[src/rtl/dispatch_pkg.sv]
// Shared constants and types for the dispatch queue controller.
//   DATA_W  : instruction width
//   DEPTH   : entries per core queue (power of 2, >= 2)
//   ADDR_W  : log2(DEPTH); occupancy counters are ADDR_W+1 bits
//   entry_t : one queue slot, {fence, instr}; fences carry instr = 0
package dispatch_pkg;

  localparam int DATA_W = 32;
  localparam int DEPTH  = 8;
  localparam int ADDR_W = $clog2(DEPTH);

  typedef struct packed {
    logic              fence;
    logic [DATA_W-1:0] instr;
  } entry_t;

  // Build the slot written for an arbiter entry.
  function automatic entry_t make_entry(input logic is_fence, input logic [DATA_W-1:0] instr);
    entry_t e;
    e.fence = is_fence;
    e.instr = is_fence ? '0 : instr;
    return e;
  endfunction

endpackage

[src/rtl/dispatch_queue_ctrl_fifo.sv]
// instr_fifo: synchronous FIFO of entry_t, DEPTH entries.
//   clk, reset : clock, synchronous active-high reset
//   push       : write wr_data (ignored when full)
//   wr_data    : entry to write
//   pop        : discard the head (ignored when empty)
//   head       : entry at the read pointer, straight from storage
//   count      : occupancy, 0..DEPTH
//   full/empty : count == DEPTH / count == 0
module instr_fifo
  import dispatch_pkg::*;
(
  input  logic            clk,
  input  logic            reset,
  input  logic            push,
  input  entry_t          wr_data,
  input  logic            pop,
  output entry_t          head,
  output logic [ADDR_W:0] count,
  output logic            full,
  output logic            empty
);

  localparam logic [ADDR_W:0] FULL_CNT = (ADDR_W + 1)'(DEPTH);

  entry_t            mem [DEPTH];
  logic [ADDR_W-1:0] wr_ptr;
  logic [ADDR_W-1:0] rd_ptr;
  logic              do_push;
  logic              do_pop;

  assign full    = (count == FULL_CNT);
  assign empty   = (count == '0);
  assign do_push = push && !full;
  assign do_pop  = pop && !empty;
  assign head    = mem[rd_ptr];

  // Pointers are ADDR_W bits wide, so they wrap modulo DEPTH on their own.
  always_ff @(posedge clk) begin
    if (reset) begin
      wr_ptr <= '0;
      rd_ptr <= '0;
      count  <= '0;
    end else begin
      if (do_push) wr_ptr <= wr_ptr + 1'b1;
      if (do_pop)  rd_ptr <= rd_ptr + 1'b1;
      case ({do_push, do_pop})
        2'b10:   count <= count + 1'b1;
        2'b01:   count <= count - 1'b1;
        default: count <= count;
      endcase
    end
  end

  // NOTE: storage is deliberately not reset; count/empty mask stale slots,
  // and leaving it out of reset lets the array map onto plain RAM.
  always_ff @(posedge clk) begin
    if (do_push) mem[wr_ptr] <= wr_data;
  end

endmodule

[src/rtl/dispatch_queue_ctrl.sv]
// dispatch_queue_ctrl: buffers arbiter instructions in two per-core queues
// and issues them over valid/ready, with a fence barrier across both cores.
//   clk, reset          : clock, synchronous active-high reset
//   in_valid/in_ready   : arbiter handshake
//   in_instr            : instruction from the arbiter
//   in_core_sel         : 0 = core 1, 1 = core 2 (ignored for fences)
//   in_fence            : entry is a barrier, written to both queues
//   coreN_instr/valid   : head instruction offered to core N
//   coreN_ready         : core N consumes the head
//   count1/count2       : queue occupancy, fences included
//   fence_done          : one-cycle pulse the cycle after a fence retires
// Widths come from dispatch_pkg.
module dispatch_queue_ctrl
  import dispatch_pkg::*;
(
  input  logic              clk,
  input  logic              reset,
  input  logic              in_valid,
  input  logic [DATA_W-1:0] in_instr,
  input  logic              in_core_sel,
  input  logic              in_fence,
  output logic              in_ready,
  output logic [DATA_W-1:0] core1_instr,
  output logic              core1_valid,
  input  logic              core1_ready,
  output logic [DATA_W-1:0] core2_instr,
  output logic              core2_valid,
  input  logic              core2_ready,
  output logic [ADDR_W:0]   count1,
  output logic [ADDR_W:0]   count2,
  output logic              fence_done
);

  entry_t head1, head2, wr_entry;
  logic   full1, full2, empty1, empty2;
  logic   push1, push2, pop1, pop2;
  logic   accept;
  logic   fence_retire;
  logic   accept_en;

  // Holds in_ready low through reset and raises it the cycle after reset drops.
  always_ff @(posedge clk) begin
    if (reset) accept_en <= 1'b0;
    else       accept_en <= 1'b1;
  end

  // in_ready looks only at registered occupancy: a same-cycle pop never
  // frees a slot for the push.
  always_comb begin
    in_ready = 1'b0;
    if (accept_en) begin
      if (in_fence)         in_ready = !full1 && !full2;
      else if (in_core_sel) in_ready = !full2;
      else                  in_ready = !full1;
    end
  end

  assign accept   = in_valid && in_ready;
  assign push1    = accept && (in_fence || !in_core_sel);
  assign push2    = accept && (in_fence ||  in_core_sel);
  assign wr_entry = make_entry(in_fence, in_instr);

  // A fence head hides the core's valid until the other queue also reaches
  // its fence; then both fences leave together.
  assign core1_valid  = !empty1 && !head1.fence;
  assign core2_valid  = !empty2 && !head2.fence;
  assign core1_instr  = head1.instr;
  assign core2_instr  = head2.instr;
  assign fence_retire = !empty1 && !empty2 && head1.fence && head2.fence;
  assign pop1         = (core1_valid && core1_ready) || fence_retire;
  assign pop2         = (core2_valid && core2_ready) || fence_retire;

  always_ff @(posedge clk) begin
    if (reset) fence_done <= 1'b0;
    else       fence_done <= fence_retire;
  end

  instr_fifo u_q1 (
    .clk     (clk),
    .reset   (reset),
    .push    (push1),
    .wr_data (wr_entry),
    .pop     (pop1),
    .head    (head1),
    .count   (count1),
    .full    (full1),
    .empty   (empty1)
  );

  instr_fifo u_q2 (
    .clk     (clk),
    .reset   (reset),
    .push    (push2),
    .wr_data (wr_entry),
    .pop     (pop2),
    .head    (head2),
    .count   (count2),
    .full    (full2),
    .empty   (empty2)
  );

endmodule
[config.mk]
export PLATFORM = sky130hd
export DESIGN_NAME = dispatch_queue_ctrl
export DESIGN_NICKNAME = d
export VERILOG_FILES = /design/src/rtl/dispatch_pkg.sv /design/src/rtl/dispatch_queue_ctrl_fifo.sv /design/src/rtl/dispatch_queue_ctrl.sv
export SDC_FILE = /design/constraint.sdc
export NUM_CORES = 1
export LEC_CHECK = 0
export CAP_MARGIN = 20
export CORE_MARGIN = 3
export CORE_UTILIZATION = 56
export CTS_BUF_LIST = sky130_fd_sc_hd__clkbuf_2 sky130_fd_sc_hd__clkbuf_4 sky130_fd_sc_hd__clkbuf_8
export DETAILED_ROUTE_END_ITERATION = 12
export PLACE_DENSITY = 0.78
export SETUP_SLACK_MARGIN = 0.5
export SKIP_CTS_REPAIR_TIMING = 1
export SLEW_MARGIN = 0
export SYNTH_ARGS = -nofsm -noshare
export SYNTH_HDL_FRONTEND = slang
export SYNTH_SLANG_ARGS = --single-unit
[constraint.sdc]
create_clock -name clk -period 4.38 [get_ports clk]
set_clock_uncertainty 0.15 [all_clocks]
set_input_delay 0.876 -clock clk [delete_from_list [all_inputs] [get_ports clk]]
set_output_delay 0.876 -clock clk [all_outputs]
set_load 0.01 [all_outputs]
==> Implementation_results.wiki <==
{| class="wikitable"
! Metric !! Value
|-
| Largest net degree at the start of global routing || 43
|-
| Cell area after placement || approximately 0.024 sq mm
|-
| Worst Path Class, Setup || reg -> out
|-
| Dominant combinational cell family by area after synthesis || multiplexers
|-
| Area inside the core boundary || between 0.03 and 0.04 sq mm
|-
| Number of warnings reported in the yosys synthesis log || 0
|-
| Syn_area_per_cell || roughly 22 sq um
|-
| Critical path capture point type || output port
|-
| Count of nets after finishing || 1249
|-
| Status || finished clean
|-
| Critical path, cell by cell || buf_16 > mux4_2 > mux2_2 > clkdlybuf4s50_1
|-
| Final Instance Area || 0.0256 sq mm
|-
| CP Data Required Time || about 3.4 ns
|-
| Clock network latency to the later pin of the worst-skew pair || between 0.6 and 0.7 ns
|-
| Clock Tree Root || clkbuf_8
|-
| Clock Tree Buf Depth || 3
|-
| Initial antenna violation count || 1
|-
| Port bufs || approximately 110
|-
| Final number of max-transition violations || 0
|-
| R2R cell count || 10
|-
| Residual DRC count || 0
|-
| Layout area overhead || 17.9%
|-
| Area fraction in compound gates after synthesis || ~1.3%
|-
| Final standard cell utilization of the core || between 60 and 70%
|-
| Count of buffering cells on the critical path with inverters included || 2
|-
| Sequential element share of the synthesized area || about 76%
|-
| DRC marker count from the first detailed-route iteration || about 800
|-
| Remaining antenna violation count after routing || 0
|-
| Num Clock Sinks || between 500 and 600
|-
| Number of standard-cell rows in the floorplan || between 70 and 80
|-
| # fillers || about 2.3k
|-
| Startpoint class of the critical path || flop
|-
| Basic-gate share of the synthesized area counting and, or, nand and nor cells || under 10%
|-
| TritonCTS clock tree || done
|-
| Overall die width || 203 um
|-
| Total standard cell area after synthesis || approximately 0.022 sq mm
|-
| Multiplexer area fraction after synthesis || around 18%
|-
| Adder and majority gate portion of the synthesized area || less than 1%
|-
| Most frequently used flop master after synthesis || edfxtp_1
|-
| Setup repair after global routing missed its margin || yes
|-
| Top cells by count, synth || edfxtp_1 (528), mux4_2 (128), mux2_2 (67)
|-
| Number of diodes added for antenna fixing || 0
|-
| Count of max-cap constraint violations || 0
|-
| Mapped Nets || ~1.0k
|-
| Power density relative to cell area || between 400 and 500 mW/mm^2
|-
| Yosys top cell area share || around 73%
|-
| Crit path largest cell delay || ~0.57 ns
|-
| Clock buffers created by TritonCTS || 86
|-
| Relative max-transition margin || approximately a quarter
|-
| Total global routing overflow || 0
|-
| I/O pin count || 115
|-
| Most repeated cell in the gate-level netlist after synthesis || edfxtp_1
|-
| Crit. path cell count || 4
|-
| Storage element area || about 0.016 sq mm
|-
| Total Wirelength || around 43 mm
|-
| Wire length of the first global-routing pass || 66.0 mm
|-
| Initial standard-cell utilization of the core || between 50% and 60%
|-
| Cell type contributing the most total cell area after synthesis || edfxtp_1
|-
| Gate Count Post-Synth || between 900 and 1k
|-
| Gp weighted congestion || about 0.75
|-
| Fraction of registers with async set or reset after synthesis || 0%
|-
| Area occupied by multi-input gates || approximately 0.0051 sq mm
|-
| Average via count per standard cell || approximately 5.9
|-
| Leakage || approximately 0.0081 uW
|-
| Vertical die dimension || between 200 and 250 um
|-
| Number of distinct library cells after synthesis || 43
|-
| Clk pin slew, worst setup/hold paths || approximately 0.06 ns
|-
| Peak supply drop || approximately 0.00025 V
|-
| DP Wirelength || around 26 mm
|-
| Top fanout value on the critical path || 34
|-
| Worst Max-Slew Pin Slew || 1.12 ns
|-
| Minimum clock period || about 3.8 ns
|-
| Cell depth of the worst min-delay path || 2
|-
| Number of levels in the clock H-tree || 3
|-
| Class of the worst hold path || reg -> reg
|-
| Setup violation total in the final timing report || 0
|-
| CP arrival || ~2.8 ns
|-
| Via total after detailed routing || between 10k and 15k
|-
| Via count of the first global-routing pass || approximately 11k
|-
| Sum of negative setup slack || 0 ns
|-
| Final routed wire length divided by cell count || roughly 24 um
|-
| Fraction of layout instances using a drive strength above 1 || between 30% and 40%
|-
| Die Outline Area || about 0.041 sq mm
|-
| Kind of cell adding the most delay to the critical path || multiplexers
|-
| First-pass iteration count of the detailed router || 5
|-
| Cell with the largest stage delay on the worst path || mux4_2
|-
| XOR/XNOR share of the synthesized area || less than 1%
|-
| Portion of the clock cycle consumed by the worst path in the final layout || about 87%
|-
| Biggest area contributors in the synthesized netlist || edfxtp_1 (73%), mux4_2 (13%), mux2_2 (3.5%), dfxtp_1 (2.6%), nor2b_1 (1.2%)
|-
| Register bit total from synthesis || ~560
|-
| Hold Violations, Final || 0
|-
| Fmax || ~0.26 GHz
|-
| EDFF count, synth || about 530
|-
| Total power of the final layout || around 13000 uW
|-
| Total routing resource utilization after global routing || 21.5%
|}
## sequential cells by signal, summed over array words and instances, names as in the netlist, named ones only
| signal | flops |
|---|---|
| u_q2.rd_ptr | 3 |
| u_q1.mem | 264 |
| u_q1.rd_ptr | 3 |
| u_q1.count | 4 |
| fence_done | 1 |
| u_q2.count | 4 |
| u_q2.wr_ptr | 3 |
| u_q2.mem | 264 |
| accept_en | 1 |
| u_q1.wr_ptr | 3 |
## layer usage
metal	part of all wire [%]	vias up	routed length (um)	GRT usage, %
met4	1.8	2	796	6.86
met3	6.9	66	2970	4.30
li1	-	4498	-	-
met2	52	371	22500	36.6
met1	39	5481	16900	28.6
met5	0.030	-	13	0
## power breakdown
| part | switching (uW) | internal [uW] |
|---|---|---|
| clock | 1860 | 2300 |
| sequential | 116 | 5930 |
| combinational | 1000 | 1300 |
| total | 2970 | 9530 |
## layout make-up
cell class | instances | share of cell area, %
multi-input combinational | 380 | 20.0
sequential | 556 | 64.1
clock inverter | 25 | 0.659
clock buffer | 125 | 5.83
tap | 511 | 2.49
timing repair buffer | 173 | 6.84
inverter | 3 | 0.0439
## cell families (layout without fill, tap and decap cells)
group | Yosys count | in the layout
xor gates and xnor gates | 10 | 10
muxes | 213 | 213
buffers and inverters | 49 | 326
adders and majority gates | 10 | 10
DFF | 556 | 556
AOI/OAI and AO/OA | 30 | 30
and+or+nand+nor | 117 | 117
## through the flow
step	hold WS [ns]	std cells	worst slack, ns
2_1_floorplan	0.304	985	0.585
3_3_place_gp	0.332	1600	0.663
3_5_place_dp	0.342	1600	0.590
4_1_cts	0.345	1750	0.217
5_1_grt	0.360	1773	0.452
6_report	0.334	1773	0.556
## worst min-delay path, cell delays in order, from the launching register on
cell and delay [ns]:
dfxtp_1 0.31, nand2_1 0.06, mux2i_1 0.07
## cells in the final DEF, fill, tap and decap left out, types with 3 or more instances in the layout
cell / netlist / layout
a21oi_1: 10 / 10
buf_12: 0 / 11
buf_4: 0 / 44
clkbuf_4: 0 / 36
clkbuf_8: 0 / 91
clkdlybuf4s50_1: 0 / 113
clkinv_1: 0 / 14
clkinv_2: 0 / 6
dfxtp_1: 28 / 22
dfxtp_2: 0 / 3
dfxtp_4: 0 / 3
edfxtp_1: 528 / 528
ha_1: 10 / 10
inv_1: 3 / 3
mux2_1: 3 / 3
mux2_2: 67 / 67
mux2_4: 3 / 3
mux2i_1: 12 / 12
mux4_2: 128 / 128
nand2_1: 18 / 18
nand2b_1: 6 / 6
nor2_1: 29 / 17
nor2_4: 0 / 12
nor2b_1: 42 / 42
nor3_4: 0 / 4
o21ai_0: 6 / 6
or3_1: 3 / 3
xor2_1: 8 / 8
## worst paths after layout
check / slack, ns / endpoint / from
max: 0.56 / core1_instr[26] / flop
min: 0.33 / flop / u_q1.rd_ptr[1]
max reg2reg: 1.17 / u_q1.count[3] / flop
min reg2reg: 0.33 / flop / u_q1.rd_ptr[1]
Power figures use the tool's default switching activity.
